[src/rtl/mmio_pkg.sv]
// Shared constants for the MMIO store responder: page offsets, STATUS bit positions, decode enum.
package mmio_pkg;

    localparam logic [7:0] OFS_TXDATA = 8'h00;
    localparam logic [7:0] OFS_STATUS = 8'h04;
    localparam logic [7:0] OFS_TOHOST = 8'h08;
    localparam logic [7:0] OFS_CYCLES = 8'h0C;

    localparam int unsigned ST_DONE_BIT  = 31;
    localparam int unsigned ST_OVF_BIT   = 15;
    localparam int unsigned ST_FULL_BIT  = 14;
    localparam int unsigned ST_EMPTY_BIT = 13;

    typedef enum logic [2:0] {
        DEC_RAM,
        DEC_TX,
        DEC_STAT,
        DEC_HOST,
        DEC_CYC,
        DEC_NONE
    } dec_e;

endpackage

[src/rtl/sync_fifo.sv]
// Single-clock FIFO with simultaneous push/pop when full; head word visible on dout, zero when empty.
module sync_fifo #(
    parameter int unsigned WIDTH = 8,
    parameter int unsigned DEPTH = 8
) (
    input  logic             clk,
    input  logic             rst_n,
    input  logic             push,
    input  logic [WIDTH-1:0] din,
    input  logic             pop,
    output logic [WIDTH-1:0] dout,
    output logic             full,
    output logic             empty,
    output logic [$clog2(DEPTH):0] count
);

    localparam int unsigned PW = $clog2(DEPTH);
    localparam int unsigned CW = PW + 1;

    logic [WIDTH-1:0] mem [DEPTH];
    logic [PW-1:0]    wr_ptr;
    logic [PW-1:0]    rd_ptr;
    logic             do_push_c;
    logic             do_pop_c;

    assign empty     = (count == '0);
    assign full      = (count == CW'(DEPTH));
    assign do_pop_c  = pop & ~empty;
    // A pop in the same cycle frees the slot a full-FIFO push needs.
    assign do_push_c = push & (~full | do_pop_c);
    assign dout      = empty ? '0 : mem[rd_ptr];

    always_ff @(posedge clk) begin
        if (do_push_c) begin
            mem[wr_ptr] <= din;
        end
    end

    always_ff @(posedge clk or negedge rst_n) begin
        if (!rst_n) begin
            wr_ptr <= '0;
            rd_ptr <= '0;
            count  <= '0;
        end else begin
            if (do_push_c) begin
                wr_ptr <= wr_ptr + PW'(1);
            end
            if (do_pop_c) begin
                rd_ptr <= rd_ptr + PW'(1);
            end
            case ({do_push_c, do_pop_c})
                2'b10:   count <= count + CW'(1);
                2'b01:   count <= count - CW'(1);
                default: count <= count;
            endcase
        end
    end

endmodule

[src/rtl/mmio_store_responder.sv]
// Data-port responder: word RAM plus MMIO page (TX FIFO, STATUS, sticky TOHOST).
// Optional cycle counter at offset 0x0C enabled by defining MMIO_CYCLES_EN.
module mmio_store_responder
    import mmio_pkg::*;
#(
    parameter int unsigned RAM_WORDS  = 64,
    parameter int unsigned FIFO_DEPTH = 8,
    parameter logic [31:0] MMIO_BASE  = 32'hFFFF_0000
) (
    input  logic        clk,
    input  logic        reset,
    input  logic        MemWrite,
    input  logic [31:0] DataAdr,
    input  logic [31:0] WriteData,
    output logic [31:0] ReadData,
    output logic        tx_valid,
    output logic [7:0]  tx_data,
    input  logic        tx_ready,
    output logic        done,
    output logic [31:0] done_code,
    output logic        overflow
);

    localparam int unsigned AW = $clog2(RAM_WORDS);
    localparam int unsigned CW = $clog2(FIFO_DEPTH) + 1;

    dec_e          dec;
    logic [AW-1:0] ram_idx;
    logic [31:0]   ram [RAM_WORDS];
    logic          push;
    logic          pop;
    logic          fifo_full;
    logic          fifo_empty;
    logic [CW-1:0] fifo_count;
    logic [31:0]   status;
    logic          unused_adr;

    assign unused_adr = ^DataAdr[1:0];
    assign ram_idx    = DataAdr[2 +: AW];

    // Address decode: anything outside the MMIO page is RAM (index wraps).
    always_comb begin
        dec = DEC_RAM;
        if (DataAdr[31:8] == MMIO_BASE[31:8]) begin
            case ({DataAdr[7:2], 2'b00})
                OFS_TXDATA: dec = DEC_TX;
                OFS_STATUS: dec = DEC_STAT;
                OFS_TOHOST: dec = DEC_HOST;
`ifdef MMIO_CYCLES_EN
                OFS_CYCLES: dec = DEC_CYC;
`endif
                default:    dec = DEC_NONE;
            endcase
        end
    end

    always_ff @(posedge clk) begin
        if (MemWrite && (dec == DEC_RAM)) begin
            ram[ram_idx] <= WriteData;
        end
    end

    assign push     = MemWrite && (dec == DEC_TX);
    assign pop      = tx_valid & tx_ready;
    assign tx_valid = ~fifo_empty;

    sync_fifo #(
        .WIDTH (8),
        .DEPTH (FIFO_DEPTH)
    ) u_txfifo (
        .clk   (clk),
        .rst_n (reset),
        .push  (push),
        .din   (WriteData[7:0]),
        .pop   (pop),
        .dout  (tx_data),
        .full  (fifo_full),
        .empty (fifo_empty),
        .count (fifo_count)
    );

    // Sticky flags: only the first TOHOST store is recorded.
    always_ff @(posedge clk or negedge reset) begin
        if (!reset) begin
            done      <= 1'b0;
            done_code <= '0;
            overflow  <= 1'b0;
        end else begin
            if (MemWrite && (dec == DEC_HOST) && !done) begin
                done      <= 1'b1;
                done_code <= WriteData;
            end
            if (push && fifo_full && !pop) begin
                overflow <= 1'b1;
            end
        end
    end

`ifdef MMIO_CYCLES_EN
    logic [31:0] cycles;

    always_ff @(posedge clk or negedge reset) begin
        if (!reset) begin
            cycles <= '0;
        end else if (MemWrite && (dec == DEC_CYC)) begin
            cycles <= '0;
        end else begin
            cycles <= cycles + 32'd1;
        end
    end
`endif

    always_comb begin
        status                = '0;
        status[ST_DONE_BIT]   = done;
        status[ST_OVF_BIT]    = overflow;
        status[ST_FULL_BIT]   = fifo_full;
        status[ST_EMPTY_BIT]  = fifo_empty;
        status[7:0]           = 8'(fifo_count);
    end

    always_comb begin
        ReadData = '0;
        case (dec)
            DEC_RAM:  ReadData = ram[ram_idx];
            DEC_STAT: ReadData = status;
`ifdef MMIO_CYCLES_EN
            DEC_CYC:  ReadData = cycles;
`endif
            default:  ReadData = '0;
        endcase
    end

endmodule
[config.mk]
export PLATFORM = sky130hd
export DESIGN_NAME = mmio_store_responder
export DESIGN_NICKNAME = d
export VERILOG_FILES = /design/src/rtl/mmio_pkg.sv /design/src/rtl/sync_fifo.sv /design/src/rtl/mmio_store_responder.sv
export SDC_FILE = /design/constraint.sdc
export NUM_CORES = 2
export LEC_CHECK = 0
export ABC_AREA = 0
export CAP_MARGIN = 20
export CORE_ASPECT_RATIO = 0.6
export CORE_UTILIZATION = 56
export DETAILED_ROUTE_END_ITERATION = 10
export PLACE_DENSITY = 0.76
export SYNTH_ARGS = -nofsm -noshare
export SYNTH_HDL_FRONTEND = slang
export SYNTH_HIERARCHICAL = 1
export SYNTH_SLANG_ARGS = --single-unit
[constraint.sdc]
create_clock -name clk -period 2.87 [get_ports clk]
set_input_delay 0.574 -clock clk [delete_from_list [all_inputs] [get_ports clk]]
set_output_delay 0.574 -clock clk [all_outputs]
set_load 0.02 [all_outputs]
==> metrics <==
Synth area leader edfxtp_1; Root Driver clkbuf_16; Crit Path Category flip-flop to primary output; RSZ-0062 raised after global routing true; via count 44800; CTS buffer count 184; drt wl/cell 35.9 um; DIE HEIGHT 300 um; run status finished with violations; fraction of layout cells with a size suffix above 1 0.403; initial antenna violation count 8; Reg-to-Reg End u_txfifo/count[3]; Post-synth ARST share 0.0204; Avg Vias per Cell 6.81; aggregate global routing overflow 0; skew final 0.0256 ns; max_slew headroom 0.242; yosys warns 6; Placer Congestion 0.868; sequential element share of the synthesized area 0.777; Fillers between 8000 and 9000; Fin. Hold Viols 0; Die ar. 150000 um^2; pwr dens 654 nW/um^2; Hold WC Path Type input pin to flip-flop; CTS tree built; initial core utilization 0.569; flop2flop setup slack 0.12 ns; vias in the first global route 44000; Leakage 33.5 nW; Hold Path Cell Cnt 2; Synth Flop Type edfxtp_1; Syn Area/Cell approximately 23 um^2; Crit path arrival time 3.00 ns; R2R cell count 11; Highest Clock Rate 0.280 GHz; largest net degree at the start of global routing 74; global-route wire length before repair about 330 mm; peak supply drop ~0.57 mV; Buffers on Ports 140; crit start category flip-flop; core footprint around 150000 um^2; top cells by count, synth edfxtp_1 (2112), mux4_2 (508), mux2i_1 (149); Pre-antenna DRT Iters 6; Tmin final 3.57 ns; Clock Latency Late Sink 0.83 ns; fin crit share 1.25; final WL 236 mm; Die X-Extent 499 um; register bit total from synthesis 2156; Synth top area share 0.764; worst hold margin roughly 0.064 ns; drt initial violations around 6700; Hold Startpoint WriteData[13]; crit path max fanout 1; number of max-cap violations 0; setup slack after layout -0.703 ns; dominant cell by count in the synthesized netlist edfxtp_1; Post-DP HPWL 140 mm; count of pins over their slew limit 0; residual DRC count 0; failing checks setup timing; Mapped Nets 3748; maximum root-to-sink buffer count 3; Slew @ Worst Pin between 1 and 1.5 ns; clk sinks about 2200; GRT Util Overall 0.314; synthesized instance count 3675; Setup-failing EPs final 40; num ports 143; Required @ worst endpoint 2.30 ns; Final Util 0.698; FP Rows between 100 and 150; CP Capture Type primary output; top cells by area, synth edfxtp_1 (76%), mux4_2 (14%), mux2i_1 (1.8%), dfrtp_1 (1.3%), mux2_2 (0.85%); H-tree Lvls 4; r2r startpoint u_txfifo/count[2]; Synth Cell Area 83000 um^2; Area Overhead vs Synth 22.7%; Final #Nets about 4600; number of synthesized flops with an enable pin 2112; clk slew on worst S/H paths 0.06 ns; Synth cell types 61; hold path endpoint done_code[13]; Post-DRT Antenna Nets 0
## report_power, final
part | switching (W) | internal [W]
logic | 0.00368 | 0.00304
clock network | 0.0115 | 0.0135
registers | 0.000151 | 0.0348
## metal layers
layer / vias up / global-route usage / part of all wire
met2: 3674 / 0.468 / 0.46
met3: 439 / 0.0776 / 0.14
met1: 23400 / 0.464 / 0.37
li1: 17300 / - / -
met4: 4 / 0.101 / 0.031
met5: - / 0 / 0.00014
## cell usage in the layout (no fill, tap or decap), types with 12 or more instances in the layout
cell type / count
clkinv_2: 19
a22oi_2: 19
mux2_1: 29
mux4_2: 515
clkdlybuf4s50_1: 50
buf_4: 458
buf_16: 16
o22ai_1: 24
o22ai_2: 12
buf_12: 198
nor4_4: 36
a21oi_2: 17
clkbuf_1: 32
clkinv_1: 52
mux2_2: 59
dfrtp_1: 43
a22oi_1: 41
nor2b_1: 18
nor2_1: 35
bufinv_16: 17
mux2i_1: 136
edfxtp_1: 2112
a21oi_1: 23
nand2_1: 66
clkbuf_16: 191
a22o_1: 15
nor2_4: 44
buf_2: 39
buf_6: 57
## sequential cells by signal, indices dropped and copies added, names as in the netlist
| signal | count |
|---|---|
| done | 1 |
| done_code | 32 |
| overflow | 1 |
| ram | 2048 |
| u_txfifo/count | 4 |
| u_txfifo/mem | 64 |
| u_txfifo/rd_ptr | 3 |
| u_txfifo/wr_ptr | 3 |
## metrics by stage
stage               power [W]  std cells  area, um^2  worst slack [ns]  TNS (ns)
detailed placement     0.0412       6160       93400             -1.38  -1169.71
global route           0.0681       6569      102000            -0.759    -21.31
finish                 0.0666       6572      102000            -0.703    -19.41
global placement       0.0411       6158       93400             -1.34  -1237.58
CTS                    0.0663       6534      101000            -0.709    -20.39
floorplan              0.0385       3675       84000            -0.486   -449.13
## timing repair
| item | CTS | global route |
|---|---|---|
| gates cloned | 9 | 5 |
| setup endpoints to repair | 42 | 155 |
| hold endpoints to repair | 19 | 0 |
| hold buffers | 1 | 0 |
| gates resized for setup | 436 | 121 |
| buffers inserted | 40 | 39 |
| pin swaps | 51 | 56 |
## worst max path at each step
| stage | startpoint | end | slack, ns |
|---|---|---|---|
| detailed placement | DataAdr[2] | ReadData[20] | -1.38 |
| global route | ram[46][13] | ReadData[13] | -0.76 |
| floorplan | DataAdr[9] | u_txfifo/count[3] | -0.49 |
| CTS | ram[15][3] | ReadData[3] | -0.71 |
| global placement | DataAdr[2] | ReadData[20] | -1.34 |
| finish | ram[45][20] | ReadData[20] | -0.70 |
## cell type report
type                       count  area, um^2  area share
inverter                       6        25.0    0.000246
tap                         1925        2410      0.0236
clock buffer                 219        4790      0.0470
antenna                        4        10.0   0.0000983
timing repair buffer         847        9630      0.0946
multi-input combinational   1302       19300       0.190
sequential                  2156       64500       0.634
clock inverter               113        1110      0.0109
## critical path: stages (launching register included)
cell,delay (ns)
edfxtp_1,0.42
mux4_2,0.53
mux4_2,0.53
a211oi_4,0.45
nor4_4,0.08
buf_6,0.15
## logic make-up (layout without fill, tap and decap cells)
family                     Yosys count  after routing  synth area share
DFF                               2156           2156             0.777
xor gates and xnor gates             4              4          0.000422
buffers and inverters              217           1185            0.0122
and+or+nand+nor                    300            300            0.0185
adders and majority gates            5              5          0.000844
muxes                              757            757             0.171
other                                0              4                 0
AOI/OAI and AO/OA                  236            236            0.0199
No activity file was read; power rests on OpenSTA's default activity.
